<file path="config.mk">
export PLATFORM = sky130hd
export DESIGN_NAME = time_set_controller
export DESIGN_NICKNAME = d
export VERILOG_FILES = /design/src/rtl/time_set_controller.sv
export SDC_FILE = /design/constraint.sdc
export NUM_CORES = 1
export LEC_CHECK = 0
export BUFFER_PORTS_ARGS = -buffer_cell sky130_fd_sc_hd__clkbuf_2
export CAP_MARGIN = 20
export CORE_UTILIZATION = 30
export CTS_CLUSTER_SIZE = 28
export DETAILED_ROUTE_END_ITERATION = 8
export GPL_TIMING_DRIVEN = 0
export SYNTH_ARGS = -nofsm -noshare
export SYNTH_HDL_FRONTEND = slang
export SYNTH_SLANG_ARGS = --single-unit
</file>
<file path="constraint.sdc">
create_clock -name clk -period 2.7 [get_ports clk]
set_input_delay 0.135 -clock clk [delete_from_list [all_inputs] [get_ports clk]]
set_output_delay 0.135 -clock clk [all_outputs]
set_load 0.01 [all_outputs]
</file>
<file path="src/rtl/time_set_controller.sv">
// Button-driven time-entry front end for the 12-hour BCD clock: debounces three buttons,
// walks the HR/MIN/SEC/AMPM fields and strobes the edited value into the clock core.
module time_set_controller #(
    parameter int unsigned DEBOUNCE_CYCLES  = 2000,
    parameter int unsigned SET_PULSE_CYCLES = 4
) (
    input  logic        clk,
    input  logic        reset,
    input  logic        btn_mode,
    input  logic        btn_inc,
    input  logic        btn_dec,
    input  logic [23:0] cur_time,
    input  logic        cur_am,
    output logic [7:0]  hr,
    output logic [7:0]  min,
    output logic [7:0]  sec,
    output logic        dayNight,
    output logic        set,
    output logic        editing,
    output logic [3:0]  edit_field
);

    localparam int unsigned CW = $clog2(DEBOUNCE_CYCLES + 1);
    localparam int unsigned PW = $clog2(SET_PULSE_CYCLES + 1);

    typedef enum logic [2:0] {
        StIdle, StHr, StMin, StSec, StAmpm, StLoad, StStrobe
    } state_e;

    logic [2:0] btn_raw;
    logic [2:0] press;

    assign btn_raw = {btn_dec, btn_inc, btn_mode};

    for (genvar g = 0; g < 3; g++) begin : g_btn
        logic          s1_q, s2_q, lvl_q, lvl_dly_q, ev_q;
        logic [CW-1:0] cnt_q;

        // Level flips only after the synced sample has disagreed for a full count.
        always_ff @(posedge clk or posedge reset) begin
            if (reset) begin
                s1_q      <= 1'b0;
                s2_q      <= 1'b0;
                lvl_q     <= 1'b0;
                lvl_dly_q <= 1'b0;
                ev_q      <= 1'b0;
                cnt_q     <= '0;
            end else begin
                s1_q <= btn_raw[g];
                s2_q <= s1_q;
                if (s2_q == lvl_q) begin
                    cnt_q <= '0;
                end else if (cnt_q == CW'(DEBOUNCE_CYCLES)) begin
                    lvl_q <= s2_q;
                    cnt_q <= '0;
                end else begin
                    cnt_q <= cnt_q + CW'(1);
                end
                lvl_dly_q <= lvl_q;
                ev_q      <= lvl_q & ~lvl_dly_q;
            end
        end

        assign press[g] = ev_q;
    end

    function automatic logic [7:0] bcd_up(input logic [7:0] v);
        return (v[3:0] == 4'd9) ? {v[7:4] + 4'd1, 4'd0} : {v[7:4], v[3:0] + 4'd1};
    endfunction

    function automatic logic [7:0] bcd_down(input logic [7:0] v);
        return (v[3:0] == 4'd0) ? {v[7:4] - 4'd1, 4'd9} : {v[7:4], v[3:0] - 4'd1};
    endfunction

    function automatic logic hr_ok(input logic [7:0] v);
        return (v[7:4] <= 4'd1) && (v[3:0] <= 4'd9) && (v != 8'h00) &&
               !((v[7:4] == 4'd1) && (v[3:0] > 4'd2));
    endfunction

    function automatic logic ms_ok(input logic [7:0] v);
        return (v[7:4] <= 4'd5) && (v[3:0] <= 4'd9);
    endfunction

    function automatic logic [7:0] hr_step(input logic [7:0] v, input logic up);
        if (up) return (!hr_ok(v) || v == 8'h12) ? 8'h01 : bcd_up(v);
        else    return (!hr_ok(v) || v == 8'h01) ? 8'h12 : bcd_down(v);
    endfunction

    function automatic logic [7:0] ms_step(input logic [7:0] v, input logic up);
        if (up) return (!ms_ok(v) || v == 8'h59) ? 8'h00 : bcd_up(v);
        else    return (!ms_ok(v) || v == 8'h00) ? 8'h59 : bcd_down(v);
    endfunction

    state_e        state_q, state_d;
    logic [PW-1:0] pulse_q, pulse_d;
    logic [7:0]    hr_q, hr_d, min_q, min_d, sec_q, sec_d;
    logic          dn_q, dn_d;
    logic          mode_ev, adj_ev, adj_up;

    // Mode beats inc/dec; inc and dec together cancel.
    assign mode_ev = press[0];
    assign adj_ev  = !press[0] && (press[1] ^ press[2]);
    assign adj_up  = press[1];

    always_comb begin
        state_d = state_q;
        pulse_d = pulse_q;
        hr_d    = hr_q;
        min_d   = min_q;
        sec_d   = sec_q;
        dn_d    = dn_q;
        unique case (state_q)
            StIdle: begin
                if (mode_ev) begin
                    hr_d    = cur_time[23:16];
                    min_d   = cur_time[15:8];
                    sec_d   = cur_time[7:0];
                    dn_d    = cur_am;
                    state_d = StHr;
                end
            end
            StHr: begin
                if (mode_ev)     state_d = StMin;
                else if (adj_ev) hr_d = hr_step(hr_q, adj_up);
            end
            StMin: begin
                if (mode_ev)     state_d = StSec;
                else if (adj_ev) min_d = ms_step(min_q, adj_up);
            end
            StSec: begin
                if (mode_ev)     state_d = StAmpm;
                else if (adj_ev) sec_d = ms_step(sec_q, adj_up);
            end
            StAmpm: begin
                if (mode_ev)     state_d = StLoad;
                else if (adj_ev) dn_d = ~dn_q;
            end
            StLoad: begin
                state_d = StStrobe;
                pulse_d = '0;
            end
            StStrobe: begin
                if (pulse_q == PW'(SET_PULSE_CYCLES - 1)) state_d = StIdle;
                else                                      pulse_d = pulse_q + PW'(1);
            end
            default: state_d = StIdle;
        endcase
    end

    always_ff @(posedge clk or posedge reset) begin
        if (reset) begin
            state_q <= StIdle;
            pulse_q <= '0;
            hr_q    <= 8'h11;
            min_q   <= 8'h59;
            sec_q   <= 8'h59;
            dn_q    <= 1'b0;
        end else begin
            state_q <= state_d;
            pulse_q <= pulse_d;
            hr_q    <= hr_d;
            min_q   <= min_d;
            sec_q   <= sec_d;
            dn_q    <= dn_d;
        end
    end

    assign hr       = hr_q;
    assign min      = min_q;
    assign sec      = sec_q;
    assign dayNight = dn_q;
    assign set      = (state_q == StStrobe);
    assign editing  = (state_q != StIdle);

    always_comb begin
        edit_field = 4'b0000;
        case (state_q)
            StHr:    edit_field = 4'b0001;
            StMin:   edit_field = 4'b0010;
            StSec:   edit_field = 4'b0100;
            StAmpm:  edit_field = 4'b1000;
            default: edit_field = 4'b0000;
        endcase
    end

endmodule

</file>
After elaboration in Yosys (flattened, before gate mapping) --
Index checks and enable logic that the tools add are counted.
Storage, ports and cells: register bits after elaboration 79, bits in latches 0, RAM bits 0, memory bits (read-only) 0, input bits 30, output and inout bits 31, memories kept 0
Operators by class: $add $sub $neg 16, multipliers 0, div/mod/pow operators 0, $lt $le $gt $ge 7, eq/ne operators 42, shift operators 0, multiplexer cells 47, bitwise logic cells 11, reduce and logical (&&, ||, !) cells 43
Operators by type and width (number):
- two-way mux 8 bit | 24
- two-way mux 11 bit | 6
- case mux 8 bit (2 select lines) | 3
- adder 11 x 1 -> 11 bit, second input constant | 3
- equality test 11 bit, second input constant | 3
- != test 2 bit, second input constant | 14
- adder 4 x 1 -> 4 bit, second input constant | 6
- != test 4 bit, second input constant | 6
- AND reduction 6 bit | 4
- subtractor 4 x 1 -> 4 bit, second input constant | 6
- two-way mux 3 bit | 7
- case mux 3 bit (7 select lines) | 1
- equality test 8 x 7 -> 1 bit, second input constant | 2
- zero test 8 bit | 2
- case mux 4 bit (4 select lines) | 1
- AND reduction 4 bit | 4
- equality test 4 bit, second input constant | 3
- <= comparator 4 bit, second input constant | 3
- zero test 4 bit | 3
- nonzero test 2 bit | 5
- equality test 3 x 2 -> 1 bit, second input constant | 3
- equality test 3 bit, second input constant | 3
- equality test 8 x 1 -> 1 bit, second input constant | 1
- equality test 8 x 5 -> 1 bit, second input constant | 1
- other kinds (21) | 52

Logic depth before layout (Yosys ltp) --
word-level depth 11, gate-level depth with buffers 8

Worst setup path after synthesis --
OpenSTA, ideal clock, no wires.
path type register to register, start reg min_q[4], in the netlist min[4], end reg min_q[4], in the netlist min[4], library setup time 86 ps, arrival time 1906 ps, data required time 2614 ps, setup slack 708 ps, cell stages (with the launch flop) 8, period minus slack after synthesis 1992 ps, path through dfstp_2 > inv_1 > ha_1 > nor3b_1 > a211oi_1 > a31o_2 > nor2b_1 > o31ai_2
Between the ends: longest elaborated chain between the ends 9
Ends and longest elaborated chain:
- start: declaration | RTL line 96 | logic [7:0] hr_q, hr_d, min_q, min_d, sec_q, sec_d;
- start signal: assignment | RTL line 162 | min_q <= min_d;
- <= comparator 4 x 3 -> 1 bit | RTL line 81 | return (v[7:4] <= 4'd5) && (v[3:0] <= 4'd9);
- logical AND 1 bit | RTL line 81
- zero test 1 bit | RTL line 90, 91
- logical OR 1 bit, on equally long branches | RTL line 91, 90
- two-way mux 8 bit, on equally long branches | RTL line 91, 90
- two-way mux 8 bit | RTL line 90 | if (up) return (!ms_ok(v) || v == 8'h59) ? 8'h00 : bcd_up(v);
- two-way mux 8 bit | RTL line 128 | else if (adj_ev) min_d = ms_step(min_q, adj_up);
- two-way mux 8 bit | RTL line 127 | if (mode_ev) state_d = StSec;
- case mux 8 bit (2 select lines) | RTL line 112 | unique case (state_q)
Parallel ways exist; a longest one is shown, timed or not. The select of a mux whose other input is x is not followed. A chain may end at the register's enable or synchronous reset.

Worst setup path in the final report --
Same ends and word-level chain as after synthesis.

==> results.cfg <==
[grt]
gr-total-overflow = 0
grt_max_degree = 64
grt_util_all_layers_pct = 14.7
grt_pass1_vias = 3874
grt_pass1_wl_um = 19500
antenna_found_initial = 0

[logic_synthesis]
yosysTopAreaCellShare_pct = 34.8
syn-instance-count = 555
netlist_top_cells_area = dfrtp_1 (35%), nor2_1 (6.2%), dfstp_2 (5.3%), ha_1 (5.0%), xnor2_1 (3.5%)
synth-async-reset-ratio_pct = 100
synth_largest_area_cell = dfrtp_1
ys_seq_elements = 79
ys_warn_count = 0
syn_area_um2 = 4960
ys.flop_type = dfrtp_1
yosysSeqAreaShare_pct = 40.1
avgSynthCellArea_um2 = 8.94
synth-edff-count = 0
synth_nets = 605
ys_types = 75

[clocking]
cts_buffers = 9
cts.clk_slew.worst_paths_ps = 60
htree_levels = 3
root_buffer = clkbuf_16
worstSkewPairLatency_ps = 340
cts.sinks = 79
cts_resized = 0
cts_tree = built
cts_max_path_buffers = 2

[critical_path]
startpoint_type = register
path_buf_inv = 1
cp.arrival_ps = 2430
cp_cell_sequence = inv_1 > ha_1 > nor3b_1 > a211oi_1 > a31o_2 > nor2b_1 > o31ai_2
crit_family = compound AO/OA/AOI/OAI gates
cpPeakStageDelay_ps = 590
slowest_stage = dfstp_2
r2r-start = min[4]
crit_fanout = 7
path_depth = 7
startpoint = min[4]
reg2regPathDepth = 7
crit_required_ps = 2960
end_kind = register
worstSetupPathType = register to register

[placement]
place_congestion = 0.835
pre_cts_ws_ps = 574
dp.cells = 832
io_buffer_count = 60
hpwl_um = 8410

[sta]
fin_crit_sh_pct = 80.1
fin_skew_ps = 5.19
drv_slew = 0
fin_ws_ps = 538
fmax_mhz = 463
relSlewSlack_pct = 62.0
finalHoldViolCount = 0
finalSetupViolations = 0
worst-slew-pin-transition_ps = 566
rsz0062_at_grt = no
period_needed_ps = 2160
setup_tns_ps = 0

[floorplan]
row_count = 46
io_pins = 61
die_h_um = 131
dieArea_um2 = 17100
core_area_um2 = 16000
initial_core_util_pct = 31.0
dieWidth_um = 131

[run]
cap_violations = 0

[layout]
instances_no_fill = 852
final_common_cell = nor2_1
final_cell_mix = nor2_1 (82), dfrtp_1 (69), clkbuf_2 (60)
drive_gt1_share_pct = 19.5
nets = 681
area_growth_pct = 18.3
fillers = 1671
insertedDiodeCount = 0

[worst_hold_path]
hold_depth = 3
hp-class = input port to register
min_from = cur_time[6]

[detailed_routing]
drc = 0
drt.antenna.violating_nets = 0
wl_per_cell_um = 13.8
first_iter_violations = 311
vias = 4182
drt-total-wl_um = 11800
viasPerCell = 4.91
firstDrtPassIters = 4

[power_and_ir_drop]
ir_drop_uv = 372
p_leak_nw = 2.56
power_density_nw_per_um2 = 419

[status]
status = complete, no violations
==> metrics by stage <==
step / hold slack, ps / area [µm²] / utilization, % / total power, mW
floorplan: 166 / 4960 / - / 1.31
global placement: 244 / 5530 / 34.6 / 1.36
detailed placement: 75.3 / 5560 / 34.8 / 1.37
CTS: 18.7 / 5870 / 36.7 / 2.52
global route: 69.5 / 5870 / 36.7 / 2.58
finish: 43.3 / 5870 / 36.7 / 2.46
==> flip-flops by register name (all words and copies together), names as in the netlist <==
| register | cells |
|---|---|
| g_btn.lvl_dly_q | 3 |
| g_btn.cnt_q | 33 |
| dayNight | 1 |
| adj_up | 1 |
| min | 8 |
| g_btn.s1_q | 3 |
| hr | 8 |
| g_btn.ev_q | 2 |
| state_q | 3 |
| g_btn.s2_q | 3 |
| sec | 8 |
| g_btn.lvl_q | 3 |
| pulse_q | 3 |
==> final timing paths <==
| path | endpoint | slack (ps) |
|---|---|---|
| setup / recovery | min[4] | 540 |
| hold / removal | sec[6] | 40 |
| setup reg to reg | min[4] | 540 |
| hold reg to reg | g_btn[2].s2_q | 350 |
| max in group asynchronous | sec[4] | 1810 |
| min in group asynchronous | g_btn[1].s1_q | 260 |
==> timing repair <==
item	CTS	global route
endpoints found under the hold margin	19	0
hold buffers	4	0
buffers inserted	0	0
==> final cells by class <==
class                      instances  area, µm²  share of cell area [%]
clock buffer                      11        233                    3.96
buffer                            29        135                    2.30
multi-input combinational        415       2720                    46.3
inverter                          32        123                    2.09
sequential                        79       1990                    33.9
tap                              216        270                    4.60
clock inverter                     5       35.0                   0.597
timing repair buffer              65        368                    6.26
==> routing by layer <==
| layer | track usage, % | vias to the layer above | wire length (µm) |
|---|---|---|---|
| li1 | - | 2106 | - |
| met1 | 19.6 | 1955 | 5540 |
| met2 | 23.2 | 107 | 5330 |
| met3 | 3.87 | 14 | 742 |
| met4 | 4.67 | 0 | 165 |
| met5 | 0 | - | 0 |
==> cells by family after synthesis <==
kind of cell	Yosys count	share of synthesized area [%]
DFF	79	40.1
and+or+nand+nor	233	23.6
buffers and inverters	61	5.14
xor gates and xnor gates	35	6.18
muxes	6	1.29
AOI/OAI and AO/OA	121	18.7
adders and majority gates	20	5.04
==> worst min-delay path: stages <==
cell	delay, ps
clkbuf_2	80
nor2_1	100
o31ai_1	70
==> cell usage after synthesis (all sizes together), types with 4 or more instances <==
cell     n
a221oi   5
and2     7
a21o     4
or2      5
o31ai   10
inv     30
nand3   28
nor2b   11
or3b     4
o22ai    4
o21ai   27
xor2    15
clkbuf  20
nor2    82
a211o    4
nand2b   5
nand2   37
ha      20
nor4     7
nor3    14
a21oi   17
dfrtp   69
nand4b   4
buf      9
xnor2   20
and3    12
dfstp   10
a22oi    4
a22o     7
a211oi   7
==> where the power goes <==
part | switching [mW] | internal [mW] | total (mW)
Clock | 0.493 | 0.624 | 1.12
Combinational | 0.0717 | 0.0520 | 0.124
Sequential | 0.0175 | 1.20 | 1.22
Total | 0.582 | 1.88 | 2.46
No activity file was read; power rests on OpenSTA's default activity.
